`src/rtl/seven_led_scan_ctrl_if.sv`:
```
// Load bus for the 7-segment scan controller: write strobe plus the digit,
// mask and leading-zero values captured into the shadow registers.
interface seven_led_scan_ctrl_if #(
    parameter int NUM_DIGITS = 8
);
    logic                      i_wr_en;
    logic [4*NUM_DIGITS-1:0]   i_digits;
    logic [NUM_DIGITS-1:0]     i_blank_mask;
    logic [NUM_DIGITS-1:0]     i_blink_mask;
    logic                      i_lz_en;

    modport master (
        output i_wr_en,
        output i_digits,
        output i_blank_mask,
        output i_blink_mask,
        output i_lz_en
    );

    modport slave (
        input  i_wr_en,
        input  i_digits,
        input  i_blank_mask,
        input  i_blink_mask,
        input  i_lz_en
    );
endinterface

```
`src/rtl/seven_led_scan_ctrl.sv`:
```
// N-digit hex 7-segment controller: shadow digit registers, active-low decode with
// blanking, leading-zero suppression and blinking, parallel and scanned outputs.
module seven_led_scan_ctrl #(
    parameter int NUM_DIGITS = 8,
    parameter int SCAN_DIV   = 50000,
    parameter int BLINK_DIV  = 25000000
) (
    input  logic                    i_clk,
    input  logic                    i_reset,
    seven_led_scan_ctrl_if.slave    wr_bus,
    output logic [7*NUM_DIGITS-1:0] o_hex,
    output logic [6:0]              o_scan_seg,
    output logic [NUM_DIGITS-1:0]   o_scan_an,
    output logic                    o_blink_phase
);

    localparam int SCAN_W  = (SCAN_DIV   > 1) ? $clog2(SCAN_DIV)   : 1;
    localparam int BLINK_W = (BLINK_DIV  > 1) ? $clog2(BLINK_DIV)  : 1;
    localparam int IDX_W   = (NUM_DIGITS > 1) ? $clog2(NUM_DIGITS) : 1;

    localparam logic [SCAN_W-1:0]  SCAN_LAST  = SCAN_W'(SCAN_DIV - 1);
    localparam logic [BLINK_W-1:0] BLINK_LAST = BLINK_W'(BLINK_DIV - 1);
    localparam logic [IDX_W-1:0]   IDX_LAST   = IDX_W'(NUM_DIGITS - 1);

    logic [4*NUM_DIGITS-1:0] digits_reg;
    logic [NUM_DIGITS-1:0]   blank_reg;
    logic [NUM_DIGITS-1:0]   blink_reg;
    logic                    lz_reg;

    logic [SCAN_W-1:0]       scan_cnt_reg,  scan_cnt_next;
    logic [IDX_W-1:0]        scan_idx_reg,  scan_idx_next;
    logic [BLINK_W-1:0]      blink_cnt_reg, blink_cnt_next;
    logic                    phase_reg,     phase_next;

    logic [7*NUM_DIGITS-1:0] hex_reg,       hex_next;
    logic [6:0]              scan_seg_reg,  scan_seg_next;
    logic [NUM_DIGITS-1:0]   scan_an_reg,   scan_an_next;

    logic [NUM_DIGITS-1:0]   zero_tail;

    function automatic logic [6:0] seg_decode(input logic [3:0] d);
        logic [6:0] s;
        case (d)
            4'h0: s = 7'h40;
            4'h1: s = 7'h79;
            4'h2: s = 7'h24;
            4'h3: s = 7'h30;
            4'h4: s = 7'h19;
            4'h5: s = 7'h12;
            4'h6: s = 7'h02;
            4'h7: s = 7'h78;
            4'h8: s = 7'h00;
            4'h9: s = 7'h10;
            4'hA: s = 7'h08;
            4'hB: s = 7'h03;
            4'hC: s = 7'h46;
            4'hD: s = 7'h21;
            4'hE: s = 7'h06;
            default: s = 7'h0E;
        endcase
        return s;
    endfunction

    always_comb begin
        scan_cnt_next  = (scan_cnt_reg == SCAN_LAST) ? '0 : scan_cnt_reg + SCAN_W'(1);
        scan_idx_next  = scan_idx_reg;
        if (scan_cnt_reg == SCAN_LAST) begin
            scan_idx_next = (scan_idx_reg == IDX_LAST) ? '0 : scan_idx_reg + IDX_W'(1);
        end
        blink_cnt_next = (blink_cnt_reg == BLINK_LAST) ? '0 : blink_cnt_reg + BLINK_W'(1);
        phase_next     = (blink_cnt_reg == BLINK_LAST) ? ~phase_reg : phase_reg;
    end

    // zero_tail[k]: shadow digits k..N-1 are all zero (walked from the top digit down)
    always_comb begin
        logic run;
        run       = 1'b1;
        zero_tail = '0;
        for (int k = NUM_DIGITS - 1; k >= 0; k--) begin
            run          = run & (digits_reg[4*k +: 4] == 4'h0);
            zero_tail[k] = run;
        end
    end

    generate
        for (genvar gi = 0; gi < NUM_DIGITS; gi++) begin : g_digit
            logic lz_dark;
            if (gi == 0) begin : g_first
                assign lz_dark = 1'b0;
            end else begin : g_upper
                assign lz_dark = lz_reg & zero_tail[gi];
            end

            always_comb begin
                if (blank_reg[gi] || lz_dark || (blink_reg[gi] && phase_next)) begin
                    hex_next[7*gi +: 7] = 7'h7F;
                end else begin
                    hex_next[7*gi +: 7] = seg_decode(digits_reg[4*gi +: 4]);
                end
            end
        end
    endgenerate

    // Scan outputs use the same next index and next decode as o_hex, so they never skew
    always_comb begin
        scan_seg_next = 7'h7F;
        scan_an_next  = '1;
        for (int k = 0; k < NUM_DIGITS; k++) begin
            if (scan_idx_next == IDX_W'(k)) begin
                scan_seg_next   = hex_next[7*k +: 7];
                scan_an_next[k] = 1'b0;
            end
        end
    end

    always_ff @(posedge i_clk or posedge i_reset) begin
        if (i_reset) begin
            digits_reg    <= '0;
            blank_reg     <= '0;
            blink_reg     <= '0;
            lz_reg        <= 1'b0;
            scan_cnt_reg  <= '0;
            scan_idx_reg  <= '0;
            blink_cnt_reg <= '0;
            phase_reg     <= 1'b0;
            hex_reg       <= '1;
            scan_seg_reg  <= 7'h7F;
            scan_an_reg   <= '1;
        end else begin
            if (wr_bus.i_wr_en) begin
                digits_reg <= wr_bus.i_digits;
                blank_reg  <= wr_bus.i_blank_mask;
                blink_reg  <= wr_bus.i_blink_mask;
                lz_reg     <= wr_bus.i_lz_en;
            end
            scan_cnt_reg  <= scan_cnt_next;
            scan_idx_reg  <= scan_idx_next;
            blink_cnt_reg <= blink_cnt_next;
            phase_reg     <= phase_next;
            hex_reg       <= hex_next;
            scan_seg_reg  <= scan_seg_next;
            scan_an_reg   <= scan_an_next;
        end
    end

    assign o_hex         = hex_reg;
    assign o_scan_seg    = scan_seg_reg;
    assign o_scan_an     = scan_an_reg;
    assign o_blink_phase = phase_reg;

endmodule
```
`src/flat_wrapper.sv`:
```
// flat-port wrapper written by rule: the top's interface ports become plain ports
module seven_led_scan_ctrl_flat 
#(
    parameter int NUM_DIGITS = 8,
    parameter int SCAN_DIV   = 50000,
    parameter int BLINK_DIV  = 25000000
)
  (i_clk, i_reset, o_hex, o_scan_seg, o_scan_an, o_blink_phase, wr_bus_i_wr_en, wr_bus_i_digits, wr_bus_i_blank_mask, wr_bus_i_blink_mask, wr_bus_i_lz_en);
  seven_led_scan_ctrl_if #(.NUM_DIGITS(NUM_DIGITS)) wr_bus_i ();
  input  logic i_clk;
  input  logic i_reset;
  output logic [7*NUM_DIGITS-1:0] o_hex;
  output logic [6:0] o_scan_seg;
  output logic [NUM_DIGITS-1:0] o_scan_an;
  output logic o_blink_phase;
  input wire logic [$bits(wr_bus_i.i_wr_en)-1:0] wr_bus_i_wr_en;
  input wire logic [$bits(wr_bus_i.i_digits)-1:0] wr_bus_i_digits;
  input wire logic [$bits(wr_bus_i.i_blank_mask)-1:0] wr_bus_i_blank_mask;
  input wire logic [$bits(wr_bus_i.i_blink_mask)-1:0] wr_bus_i_blink_mask;
  input wire logic [$bits(wr_bus_i.i_lz_en)-1:0] wr_bus_i_lz_en;
  assign wr_bus_i.i_wr_en = wr_bus_i_wr_en;
  assign wr_bus_i.i_digits = wr_bus_i_digits;
  assign wr_bus_i.i_blank_mask = wr_bus_i_blank_mask;
  assign wr_bus_i.i_blink_mask = wr_bus_i_blink_mask;
  assign wr_bus_i.i_lz_en = wr_bus_i_lz_en;
  seven_led_scan_ctrl #(.NUM_DIGITS(NUM_DIGITS), .SCAN_DIV(SCAN_DIV), .BLINK_DIV(BLINK_DIV)) u_core (.i_clk(i_clk), .i_reset(i_reset), .wr_bus(wr_bus_i), .o_hex(o_hex), .o_scan_seg(o_scan_seg), .o_scan_an(o_scan_an), .o_blink_phase(o_blink_phase));
endmodule
```
`config.mk`:
```
export PLATFORM = sky130hd
export DESIGN_NAME = seven_led_scan_ctrl_flat
export DESIGN_NICKNAME = d
export VERILOG_FILES = /design/src/rtl/seven_led_scan_ctrl_if.sv /design/src/rtl/seven_led_scan_ctrl.sv /design/src/flat_wrapper.sv
export SDC_FILE = /design/constraint.sdc
export NUM_CORES = 1
export LEC_CHECK = 0
export ABC_AREA = 0
export CORE_UTILIZATION = 55
export DETAILED_ROUTE_END_ITERATION = 8
export PLACE_DENSITY = 0.8
export SYNTH_ARGS = -nofsm -noshare
export SYNTH_HDL_FRONTEND = slang
export SYNTH_SLANG_ARGS = --single-unit
export TNS_END_PERCENT = 30
```
`constraint.sdc`:
```
create_clock -name i_clk -period 6.4 [get_ports i_clk]
set_input_delay 1.28 -clock i_clk [delete_from_list [all_inputs] [get_ports i_clk]]
set_output_delay 1.28 -clock i_clk [all_outputs]
set_load 0.05 [all_outputs]
```
# After elaboration in Yosys (flattened, before gate mapping)
# Memories as Yosys holds them, arrays and structs flattened.
# Cells that the tools add are included.
totals:
  regBits: 165
  romBits: 896
  input_bits: 52
  output_inout_bits: 72
  elab_cells: 106
  n_memories: 8
mem_list:
  columns: ["memory", "words", "word_bits", "read_ports", "rd_ports_with_merged_regs", "wr", "line", "text"]
  rows:
  - ["(name not given)", 16, 7, 1, 0, 0, "seven_led_scan_ctrl.sv:43", "case (d)"]
  - ["(name not given)", 16, 7, 1, 0, 0, "seven_led_scan_ctrl.sv:43", null]
  - ["(name not given)", 16, 7, 1, 0, 0, "seven_led_scan_ctrl.sv:43", null]
  - ["(name not given)", 16, 7, 1, 0, 0, "seven_led_scan_ctrl.sv:43", null]
  - ["(name not given)", 16, 7, 1, 0, 0, "seven_led_scan_ctrl.sv:43", null]
  - ["(name not given)", 16, 7, 1, 0, 0, "seven_led_scan_ctrl.sv:43", null]
  - ["2 more memories", null, null, null, null, null, null, null]
classes:
  add_sub_neg: 3
  n_eq_ne: 10
  n_mux: 29
  bitwise: 14
  reduce_logical: 31
op_table:
  columns: ["operator", "count"]
  rows:
  - ["two-way mux 7 bit", 16]
  - ["logical NOT 4 bit", 7]
  - ["adder 25 x 1 -> 25 bit (second input constant)", 1]
  - ["== test 25 bit (second input constant)", 1]
  - ["two-way mux 25 bit", 1]
  - ["adder 16 x 1 -> 16 bit (second input constant)", 1]
  - ["== test 16 bit (second input constant)", 1]
  - ["two-way mux 16 bit", 1]
  - ["== test 3 bit (second input constant)", 5]
  - ["logical OR 1 bit", 15]
  - ["AND 1 bit", 13]
  - ["two-way mux 1 bit", 9]
  - ["logical AND 1 bit", 8]
  - ["== test 3 x 2 -> 1 bit (second input constant)", 2]
  - ["two-way mux 3 bit", 2]
  - ["adder 3 x 1 -> 3 bit (second input constant)", 1]
  - ["== test 3 x 1 -> 1 bit (second input constant)", 1]
  - ["logical NOT 3 bit", 1]
  - ["NOT 1 bit", 1]

# Depth between registers and ports, before layout
logic_depth:
  ltp_word: 18
  depth_mapped: 12
  ltp_nobuf: 10

# Worst setup path before layout
# No wires, ideal clock.
synth_timing:
  kind: "register to register"
  start: "register u_core.blink_cnt_reg[8]"
  end: "register u_core.scan_seg_reg[0] (netlist: u_core.o_scan_seg[0])"
  setup_time_ps: 92
  t_arrival_ps: 2635
  required_ps: 6308
  slack_ps: 3673
  stages_incl_launch_ff: 10
  path_buffers: 1
  synth_period_minus_slack_ps: 2727
  cell_sequence: "dfrtp_1 > or4b_4 > nor4_4 > and2_1 > buf_6 > xor2_4 > a211oi_4 > o211ai_1 > a221oi_1 > a31oi_1"
synth_via:
  word_cells_on_any_way: 34
  classes_between: "eq/ne (1); mux (17); reduce/logical (16)"
synth_rtl:
  columns: ["element", "line", "text"]
  rows:
  - ["start: declaration", "seven_led_scan_ctrl.sv:32", "logic [BLINK_W-1:0] blink_cnt_reg, blink_cnt_next;"]
  - ["start signal: assignment", "seven_led_scan_ctrl.sv:138", "blink_cnt_reg <= blink_cnt_next;"]
  - ["== test 25 bit", "seven_led_scan_ctrl.sv:71", "phase_next = (blink_cnt_reg == BLINK_LAST) ? ~phase_reg : phase_reg;"]
  - ["two-way mux 1 bit", "seven_led_scan_ctrl.sv:71", null]
  - ["via u_core.phase_next", "seven_led_scan_ctrl.sv:33", "logic phase_reg, phase_next;"]
  - ["logical AND 1 bit", "seven_led_scan_ctrl.sv:95", "if (blank_reg[gi] || lz_dark || (blink_reg[gi] && phase_next)) begin"]
  - ["logical OR 1 bit", "seven_led_scan_ctrl.sv:95", null]
  - ["two-way mux 7 bit", "seven_led_scan_ctrl.sv:95", null]
  - ["via u_core.hex_next[42]", "seven_led_scan_ctrl.sv:35", "logic [7*NUM_DIGITS-1:0] hex_reg, hex_next;"]
  - ["two-way mux 7 bit (2 in series)", "seven_led_scan_ctrl.sv:109", "if (scan_idx_next == IDX_W'(k)) begin"]
  - ["via u_core.scan_seg_next[0]", "seven_led_scan_ctrl.sv:36", "logic [6:0] scan_seg_reg, scan_seg_next;"]
  - ["end signal: assignment", "seven_led_scan_ctrl.sv:141", "scan_seg_reg <= scan_seg_next;"]
  - ["end: declaration", "seven_led_scan_ctrl.sv:36", null]
# The timed path passes the listed nets, and every way through them passes these cells.
# A chain may end at the register's enable or synchronous reset.

# Worst setup path after layout
layout_timing:
  start: "register u_core.blink_cnt_reg[17]"
  end: "register u_core.scan_seg_reg[0] (netlist: u_core.o_scan_seg[0])"
# Same word-level chain as after synthesis.

==> out/metrics.yaml <==
antenna_found_initial: 0
place_hpwl_mm: 15.19
cp_top_family: "simple AND/OR/NAND/NOR gates"
synth_top_area_frac: 0.2700
fin_ws_ns: 2.282
synth_top_family_by_area: "simple AND/OR/NAND/NOR gates"
outcome: "completed"
syn_area_um2: 8711
drv_cap: 0
synth-edff-count: 0
holdPathEnd: "u_core.scan_cnt_reg[0]"
dp.cells: 1153
reg2regPathDepth: 8
synth_top_flop_cell: "dfrtp_1"
setup_tns_ns: 0
yosysMostFrequentCell: "nand2_1"
cp_cell_sequence: "nor4bb_1 > nor4bb_1 > and2_1 > xor2_4 > a211oi_4 > o211ai_1 > a221oi_1 > a31oi_1"
maxSlewHeadroom: 0.2747
grt_usage: 0.2732
max_stage_delay_ns: 0.96
final_util: 0.6920
postCtsHoldBufs: 0
cts_buffers: 17
ant_nets: 0
r2r_end: "u_core.o_scan_seg[0]"
ys_seq_area_frac: 0.4842
avgSynthCellArea_um2: 10.13
cts_tree: "done"
portBuffers: 123
clk_latency_ns: 0.43
yosys-top-cells-area: "dfrtp_1 (27%), dfstp_2 (21%), ha_1 (6.6%), nand2_1 (4.7%), mux2_2 (4.5%)"
slew_viol_final: 0
crit_top_cell: "nor4bb_1"
timing.fmax_mhz: 242.9
die_h_um: 127.9
ys_warn_count: 0
startpoint_type: "flip-flop"
clock-sinks: 165
fin_crit_ns: 4.118
share_seq_of_total_power: 0.439
synth_compound_area_frac: 0.1458
place.gp.congestion: 0.9470
start_util: 0.5688
crit_slowest_cell: "nor4bb_1"
ctsLongestPathBuffers: 2
ctsHtreeMaxLevel: 4
synth.ff_latch_count: 165
r2r_slack_ns: 2.28
multiInputGateArea_um2: 4199
largest_reg_flops: 56
drt_wl_total_mm: 21.13
layout-drive-gt1-share: 0.1663
finalNonFillerCells: 1185
power_frac_clock: 0.325
core_area_um2: 15310
hp-start: "u_core.scan_cnt_reg[0]"
grt_pass1_wl_mm: 34.01
cts_post_setup_buffers_inserted: 0
p_leak_nw: 4.513
grt_pass1_vias: 6462
worstPathRequired_ns: 6.75
p_comb_frac: 0.235
hold_viol: 0
crit_type: "flip-flop to flip-flop"
grt_max_degree: 69
root_buffer: "clkbuf_16"
routedWlPerCell_um: 17.83
synth_nets: 958
path_buf_inv: 0
die_w_um: 127.9
post_cts_resized: 0
route.detailed.drc: 0
worst_pin_slew_ns: 1.073
swShare: 0.3315
synth_xor_xnor_area_share: 0.03634
drtIter0Drc: 757
p_per_area_nw_per_um2: 273.2
hold_path_class: "flip-flop to flip-flop"
via_per_inst: 5.736
rsz0062_at_grt: "no"
yosys.area.top_type: "dfrtp_1"
finalCritPeriodShare: 0.6434
clk_pin_slew_worst_paths_ns: 0.07
vias: 6797
synth_mux_area_frac: 0.06205
seq_area_um2: 4218
syn2layout_area_growth_pct: 21.66
p_sw_w: 0.0009598
min_path_cells: 1
synth_cell_types: 71
diodes: 0
io_pins: 124
pre_cts_ws_ns: 2.356
async_flop_share: 1.000
yosys.area_share.simple: 0.1718
synthAdderAreaFrac: 0.06607
crit_path_end_kind: "flip-flop"
fillers: 1167
synthCells: 860
setup_violations: 0
vdd_drop_max_v: 0.0002388
final_nets: 1059
arrival_ns: 4.46
p_int_w: 0.001935
rows: 45
synth_common_cells: "nand2_1 (110), dfrtp_1 (94), dfstp_2 (71)"
path_max_fanout: 18
overflow: 0
rr_startpoint: "u_core.blink_cnt_reg[17]"
skew_ns: 0.007768
dieArea_um2: 16350
drtPass1Iterations: 5
## how the worst max path moves through the flow
stage,endpoint,from,depth (start not counted),slack (ns)
floorplan,u_core.blank_reg[0],i_reset,1,0.78
global placement,u_core.o_scan_seg[1],u_core.blink_cnt_reg[17],8,2.49
detailed placement,u_core.o_scan_seg[0],u_core.blink_cnt_reg[17],8,2.36
CTS,u_core.o_scan_seg[0],u_core.blink_cnt_reg[17],8,2.33
global route,u_core.o_scan_seg[0],u_core.blink_cnt_reg[17],8,1.88
finish,u_core.o_scan_seg[0],u_core.blink_cnt_reg[17],8,2.28
## area by class of cell
cell class | instances | area share
clock buffer | 19 | 0.04179
inverter | 28 | 0.01039
sequential | 165 | 0.3980
multi-input combinational | 621 | 0.3962
timing repair buffer | 128 | 0.1192
tap | 211 | 0.02491
clock inverter | 13 | 0.009445
## placed cells by master, fill, tap and decap left out, types with 12 or more instances in the layout
cell,n
clkbuf_16,17
o211ai_1,27
nand2b_1,15
nor2b_1,12
nor2_1,65
xnor2_1,14
xor2_1,19
a21oi_1,48
inv_1,27
dfstp_2,71
ha_1,46
nand3_1,28
o21ai_0,54
mux2_2,35
clkdlybuf4s50_1,122
nand2_1,110
dfrtp_1,94
## cells by family (layout without fill, tap and decap cells)
logic type      count (synthesis)  in the layout
flops                         165            165
xor+xnor                       34             34
mux                            48             48
compound gates                191            191
fa+ha+maj                      46             46
simple gates                  302            302
buf+inv                        74            188
## power by group through the flow
stage | registers (W) | logic, W | clock network, W
finish | 0.00127 | 0.000681 | 0.000942
global route | 0.00128 | 0.000726 | 0.00100
CTS | 0.00127 | 0.000680 | 0.000954
detailed placement | 0.00129 | 0.000677 | 0
global placement | 0.00129 | 0.000671 | 0
floorplan | 0.00146 | 0.000268 | 0
## through the flow
step	area (µm²)	hold WS, ns	total power [W]
2_1_floorplan	8711	0.4251	0.001729
3_3_place_gp	10050	0.4372	0.001959
3_5_place_dp	10050	0.4540	0.001962
4_1_cts	10600	0.4637	0.002906
5_1_grt	10600	0.4939	0.003013
6_report	10600	0.4622	0.002895
## layer usage
layer / GRT usage / vias up / routed length [µm]
li1: - / 3236 / -
met1: 0.3816 / 3301 / 9712
met2: 0.4246 / 219 / 9787
met3: 0.05342 / 41 / 1109
met4: 0.1003 / 0 / 521
met5: 0 / - / 0
No activity file was read; power rests on OpenSTA's default activity.
